==> config.mk <==
export PLATFORM = sky130hd
export DESIGN_NAME = mod_updown_counter
export DESIGN_NICKNAME = d
export VERILOG_FILES = /design/src/rtl/counter_pkg.sv /design/src/rtl/mod_count_next.sv /design/src/rtl/mod_updown_counter.sv
export SDC_FILE = /design/constraint.sdc
export NUM_CORES = 1
export LEC_CHECK = 0
export CAP_MARGIN = 20
export CORE_AREA = 2 2 39 41
export DETAILED_ROUTE_END_ITERATION = 8
export DIE_AREA = 0 0 41 43
export GPL_TIMING_DRIVEN = 0
export PLACE_DENSITY_LB_ADDON = 0.08
export SYNTH_ARGS = -nofsm -noshare
export SYNTH_HDL_FRONTEND = slang
export SYNTH_SLANG_ARGS = --single-unit
==> constraint.sdc <==
create_clock -name i_clk -period 1.6 [get_ports i_clk]
set_input_delay 0.16 -clock i_clk [delete_from_list [all_inputs] [get_ports i_clk]]
set_output_delay 0.16 -clock i_clk [all_outputs]
set_load 0.01 [all_outputs]
==> src/rtl/counter_pkg.sv <==
// rtl/counter_pkg.sv - shared constants and helpers for the modulo-N up/down counter
// Optional feature macro used by this family: MOD_COUNTER_SAT_EN (saturating mode)
package counter_pkg;

  localparam logic DIR_UP   = 1'b1;
  localparam logic DIR_DOWN = 1'b0;

  // Loads beyond the count range are clamped to the top value so Q never leaves 0..MODULUS-1
  function automatic logic [31:0] clamp_load(input logic [31:0] val, input logic [31:0] modulus);
    return (val < modulus) ? val : (modulus - 32'd1);
  endfunction

  function automatic bit params_legal(input int width, input longint modulus);
    return (width >= 1) && (width <= 31) && (modulus >= 2) &&
           (modulus <= (longint'(1) << width));
  endfunction

endpackage

==> src/rtl/mod_count_next.sv <==
// rtl/mod_count_next.sv - combinational next-state, wrap flag and terminal count
// MOD_COUNTER_SAT_EN defined: terminal count holds instead of wrapping
module mod_count_next
  import counter_pkg::*;
#(
  parameter int WIDTH   = 4,
  parameter int MODULUS = 16
) (
  input  logic [WIDTH-1:0] i_q,
  input  logic             i_up,
  input  logic             i_en,
  input  logic             i_load,
  input  logic [WIDTH-1:0] i_load_val,
  output logic [WIDTH-1:0] o_q_next,
  output logic             o_wrap,
  output logic             o_tc
);

  // One extra bit so MODULUS == 2**WIDTH still has a representable top value
  localparam logic [WIDTH:0] L_MAX = (WIDTH+1)'(MODULUS - 1);

  logic [WIDTH:0]   w_q_ext;
  logic [WIDTH-1:0] w_load_q;

  assign w_q_ext  = {1'b0, i_q};
  assign w_load_q = WIDTH'(clamp_load(32'(i_load_val), 32'(MODULUS)));
  assign o_tc     = (i_up == DIR_UP) ? (w_q_ext == L_MAX) : (w_q_ext == '0);

  always_comb begin
    o_q_next = i_q;
    o_wrap   = 1'b0;
    if (i_load) begin
      o_q_next = w_load_q;
    end else if (i_en) begin
      if (!o_tc) begin
        o_q_next = (i_up == DIR_UP) ? WIDTH'(w_q_ext + 1'b1) : WIDTH'(w_q_ext - 1'b1);
      end
`ifdef MOD_COUNTER_SAT_EN
      else begin
        o_q_next = i_q;
      end
`else
      else begin
        o_q_next = (i_up == DIR_UP) ? '0 : WIDTH'(L_MAX);
        o_wrap   = 1'b1;
      end
`endif
    end
  end

endmodule

==> src/rtl/mod_updown_counter.sv <==
// rtl/mod_updown_counter.sv - modulo-N up/down counter with load, enable and wrap pulse
// MOD_COUNTER_SAT_EN defined: saturating mode, wrap pulse never asserted
module mod_updown_counter
  import counter_pkg::*;
#(
  parameter int WIDTH   = 4,
  parameter int MODULUS = 16
) (
  input  logic             i_clk,
  input  logic             i_rst_n,
  input  logic             i_en,
  input  logic             i_up,
  input  logic             i_load,
  input  logic [WIDTH-1:0] i_load_val,
  output logic [WIDTH-1:0] o_q,
  output logic             o_tc,
  output logic             o_wrap
);

  if (!params_legal(WIDTH, MODULUS)) begin : g_bad_params
    $error("mod_updown_counter: illegal WIDTH/MODULUS combination");
  end

  logic [WIDTH-1:0] r_q;
  logic             r_wrap;
  logic [WIDTH-1:0] w_q_next;
  logic             w_wrap_next;

  mod_count_next #(
    .WIDTH   (WIDTH),
    .MODULUS (MODULUS)
  ) u_next (
    .i_q        (r_q),
    .i_up       (i_up),
    .i_en       (i_en),
    .i_load     (i_load),
    .i_load_val (i_load_val),
    .o_q_next   (w_q_next),
    .o_wrap     (w_wrap_next),
    .o_tc       (o_tc)
  );

  always_ff @(posedge i_clk or negedge i_rst_n) begin
    if (!i_rst_n) begin
      r_q    <= '0;
      r_wrap <= 1'b0;
    end else begin
      r_q    <= w_q_next;
      r_wrap <= w_wrap_next;
    end
  end

  assign o_q    = r_q;
  assign o_wrap = r_wrap;

endmodule

==> parameters.txt <==
Parameter                              Value

Die
  Chip height ... 43 um
  I/O pins ... 15
  Die area ... 0.00176 mm2
  Starting density of the core ... 26.7%
  Width of the die ... 41 um
  Core box area ... 0.00138 mm2
  Floorplan row count ... 14

Place
  Routability congestion estimate ... slightly below 0.8
  Half-perimeter wire length after placement ... 661 um
  Setup slack at placement ... -239 ps
  Port Buf Inserts ... 13

Pwr
  Maximum vdd ir drop ... ~0.48 mV
  Leakage power figure ... around 0.25 nW
  Total power divided by cell area ... between 900 and 1000 mW/mm2

Yosys
  Dominant cell by count in the synthesized netlist ... sky130_fd_sc_hd__nand2_1
  Area fraction of the dominant cell type after synthesis ... approximately 34%
  Number of enable-type register cells in the synthesized netlist ... 0
  Summed instance area of the synthesized netlist ... around 370 um2
  Sequential share of the synthesized area ... roughly a third
  Unique masters post-synth ... 19
  Cell types occupying the most area after synthesis ... sky130_fd_sc_hd__dfrtp_1 (34%), sky130_fd_sc_hd__nand2_1 (9.2%), sky130_fd_sc_hd__a21oi_1 (8.1%)
  Number of instances in the synthesized netlist ... 45
  Main synth FF type ... sky130_fd_sc_hd__dfrtp_1
  Share of flip-flops with an asynchronous set or reset after synthesis ... 100%
  Post-Synthesis Mean Instance Area ... slightly above 8 um2
  Yosys warning count ... 0
  Most area-hungry cell type in the Yosys netlist ... sky130_fd_sc_hd__dfrtp_1
  Post-Synthesis Net Count ... 57
  Commonest cells post-synth ... sky130_fd_sc_hd__nand2_1 (9), sky130_fd_sc_hd__a21oi_1 (6), sky130_fd_sc_hd__nor2_1 (6)
  Register bit total from synthesis ... 5

Worst setup path
  Critical Path End Type ... output pin
  Critical Path Max Stage Delay ... 450 ps
  Library cell contributing the largest single delay on the critical path ... sky130_fd_sc_hd__dfrtp_2
  Largest fanout on the critical path ... 6
  Endpoint required time on the critical path ... 1440 ps
  List of cells traversed by the critical path ... and4_2 -> nand2_2 -> nand2_1 -> dlygate4sd2_1
  Data arrival time of the worst path ... 1350 ps
  Critical Setup Path Class ... reg -> out
  Startpoint type of the worst setup path ... flip-flop

Timing
  Rel. slew slack ... between 80% and 90%
  Slew at the pin closest to its max-slew limit ... 244 ps
  Clock tree skew after final layout ... 3.84 ps
  RSZ-0062 raised after global routing ... false
  Final setup violation count ... 0
  Shortest period the worst path allows ... 1510 ps
  Post-layout worst setup margin ... 87.0 ps
  Count of final hold-check violations ... 0
  Number of slew-limit violations in the final report ... 0
  Final critical-path share of the clock period ... 94.6%
  Fmax ... 661 MHz

Clocking
  Latest clock arrival within the worst-skew pair ... 240 ps
  Clock Root Buffer ... sky130_fd_sc_hd__clkbuf_4
  Clock sink total ... 5
  Hold buffer count at CTS ... 0
  CTS clk-pin slew, worst paths ... 40 ps
  Maximum root-to-sink buffer count ... 2
  Inserted Clock Buffers ... 3
  H-tree depth ... 1
  CTS tree ... built

Hold path
  Worst min-delay path class ... in -> async

Finish
  Area added between synthesis and finish ... 49.5%
  Sequential cell area ... 128 um2
  Fill count ... 144
  Diodes inserted ... 0
  Number of nets in the layout ... 75
  Final core occ ... ~40%
  Share of layout cells above drive strength 1 ... approximately 16%
  Area of combinational cells with multiple inputs ... 238 um2

Route
  Total number of vias ... 347
  Sum of routed wire length over all layers ... between 800 and 900 um
  First-pass DRT Iterations ... 2
  DRC errors left ... 0
  Detail-routed net length per standard cell ... around 10 um
  Detailed-route vias per instance ... 4.45
  DRT antenna net count ... 0
  Initial detailed-routing violation count ... 5

Global routing
  Pin count of the biggest net entering global routing ... 11
  Wire length of the first global-routing pass ... roughly 1.3 mm
  Total GRT Usage ... between 10% and 20%
  Initial antenna violation count ... 0
  Global route total overflow ... 0
  Via count of the first global-routing pass ... 307

Job
  Maximum Capacitance Violations ... 0

Run status
  Outcome ... finished, final reports clean
-- what timing repair did --
item	CTS	global route
endpoints found under the setup margin	1	2
resized for setup	2	4
buffers inserted	0	0
-- logic make-up (layout without fill, tap and decap cells) --
family	count (synthesis)	count (layout)	synth area share [%]
XOR/XNOR	4	4	9.49
AO/OA/AOI/OAI	11	11	17.6
flip-flops	5	5	33.9
adder cells (fa/ha/maj)	3	3	12.2
buffers and inverters	2	19	2.37
AND/OR/NAND/NOR	20	20	24.4
-- critical path, delay by kind of cell (launching register included) --
family | cells | cell delay [ps]
DFF | 1 | 450
and+or+nand+nor | 3 | 390
buffers and inverters | 1 | 270
-- sequential cells by signal, summed over array words and instances (netlist names) --
register and cells:
o_q 4, o_wrap 1
-- area by class of cell --
class | count | area share (%)
flip-flops and latches | 5 | 23.1
repair buffers | 13 | 23.8
plain buffers | 1 | 0.907
well taps | 16 | 3.63
clock buffers | 4 | 4.76
inverters | 1 | 0.680
multi-input cells | 38 | 43.1
-- per-layer routing --
layer / vias up / global-route usage [%] / routed length, um
met5: - / 0 / 0
met2: 12 / 15.0 / 362
met1: 150 / 15.8 / 376
li1: 185 / - / -
met3: 0 / 6.28 / 66
met4: 0 / 2.00 / 0
-- where the power goes --
part	switching [W]	internal (W)	leakage (nW)
Combinational	0.0000915	0.000121	0.180
Sequential	0.0000355	0.000150	0.0596
Clock	0.0000491	0.0000941	0.0150
Total	0.000176	0.000365	0.254
-- worst paths after layout --
kind / startpoint / to / slack, ps / cells past startpoint
worst min register to register: o_q[2] / o_wrap / 660 / 3
min in group i_clk: i_load / o_q[0] / 240 / 2
worst min-delay path: i_rst_n / o_q[3] / 140 / 1
worst max-delay path: o_q[0] / o_tc / 90 / 4
worst max register to register: o_q[1] / o_q[3] / 120 / 5
max in group asynchronous: i_rst_n / o_q[0] / 1260 / 1
-- metrics by stage --
stage	hold slack, ps	setup TNS, ps	std cells	power [W]	cell area, um2
2_1_floorplan	-136	0	45	0.000304	369
3_3_place_gp	394	-714	74	0.000405	519
3_5_place_dp	396	-623	74	0.000401	519
4_1_cts	136	0	78	0.000550	546
5_1_grt	153	0	78	0.000590	552
6_report	137	0	78	0.000541	552
-- layout by cell type, fill, tap and decap left out, types with 2 or more instances in the layout --
cell / count
sky130_fd_sc_hd__xnor2_1: 3
sky130_fd_sc_hd__ha_1: 2
sky130_fd_sc_hd__o21ai_0: 2
sky130_fd_sc_hd__nor2_1: 6
sky130_fd_sc_hd__dfrtp_2: 2
sky130_fd_sc_hd__nand2_1: 8
sky130_fd_sc_hd__dfrtp_1: 3
sky130_fd_sc_hd__clkbuf_4: 3
sky130_fd_sc_hd__clkdlybuf4s50_1: 11
sky130_fd_sc_hd__a21oi_1: 6
Power figures use the tool's default switching activity.
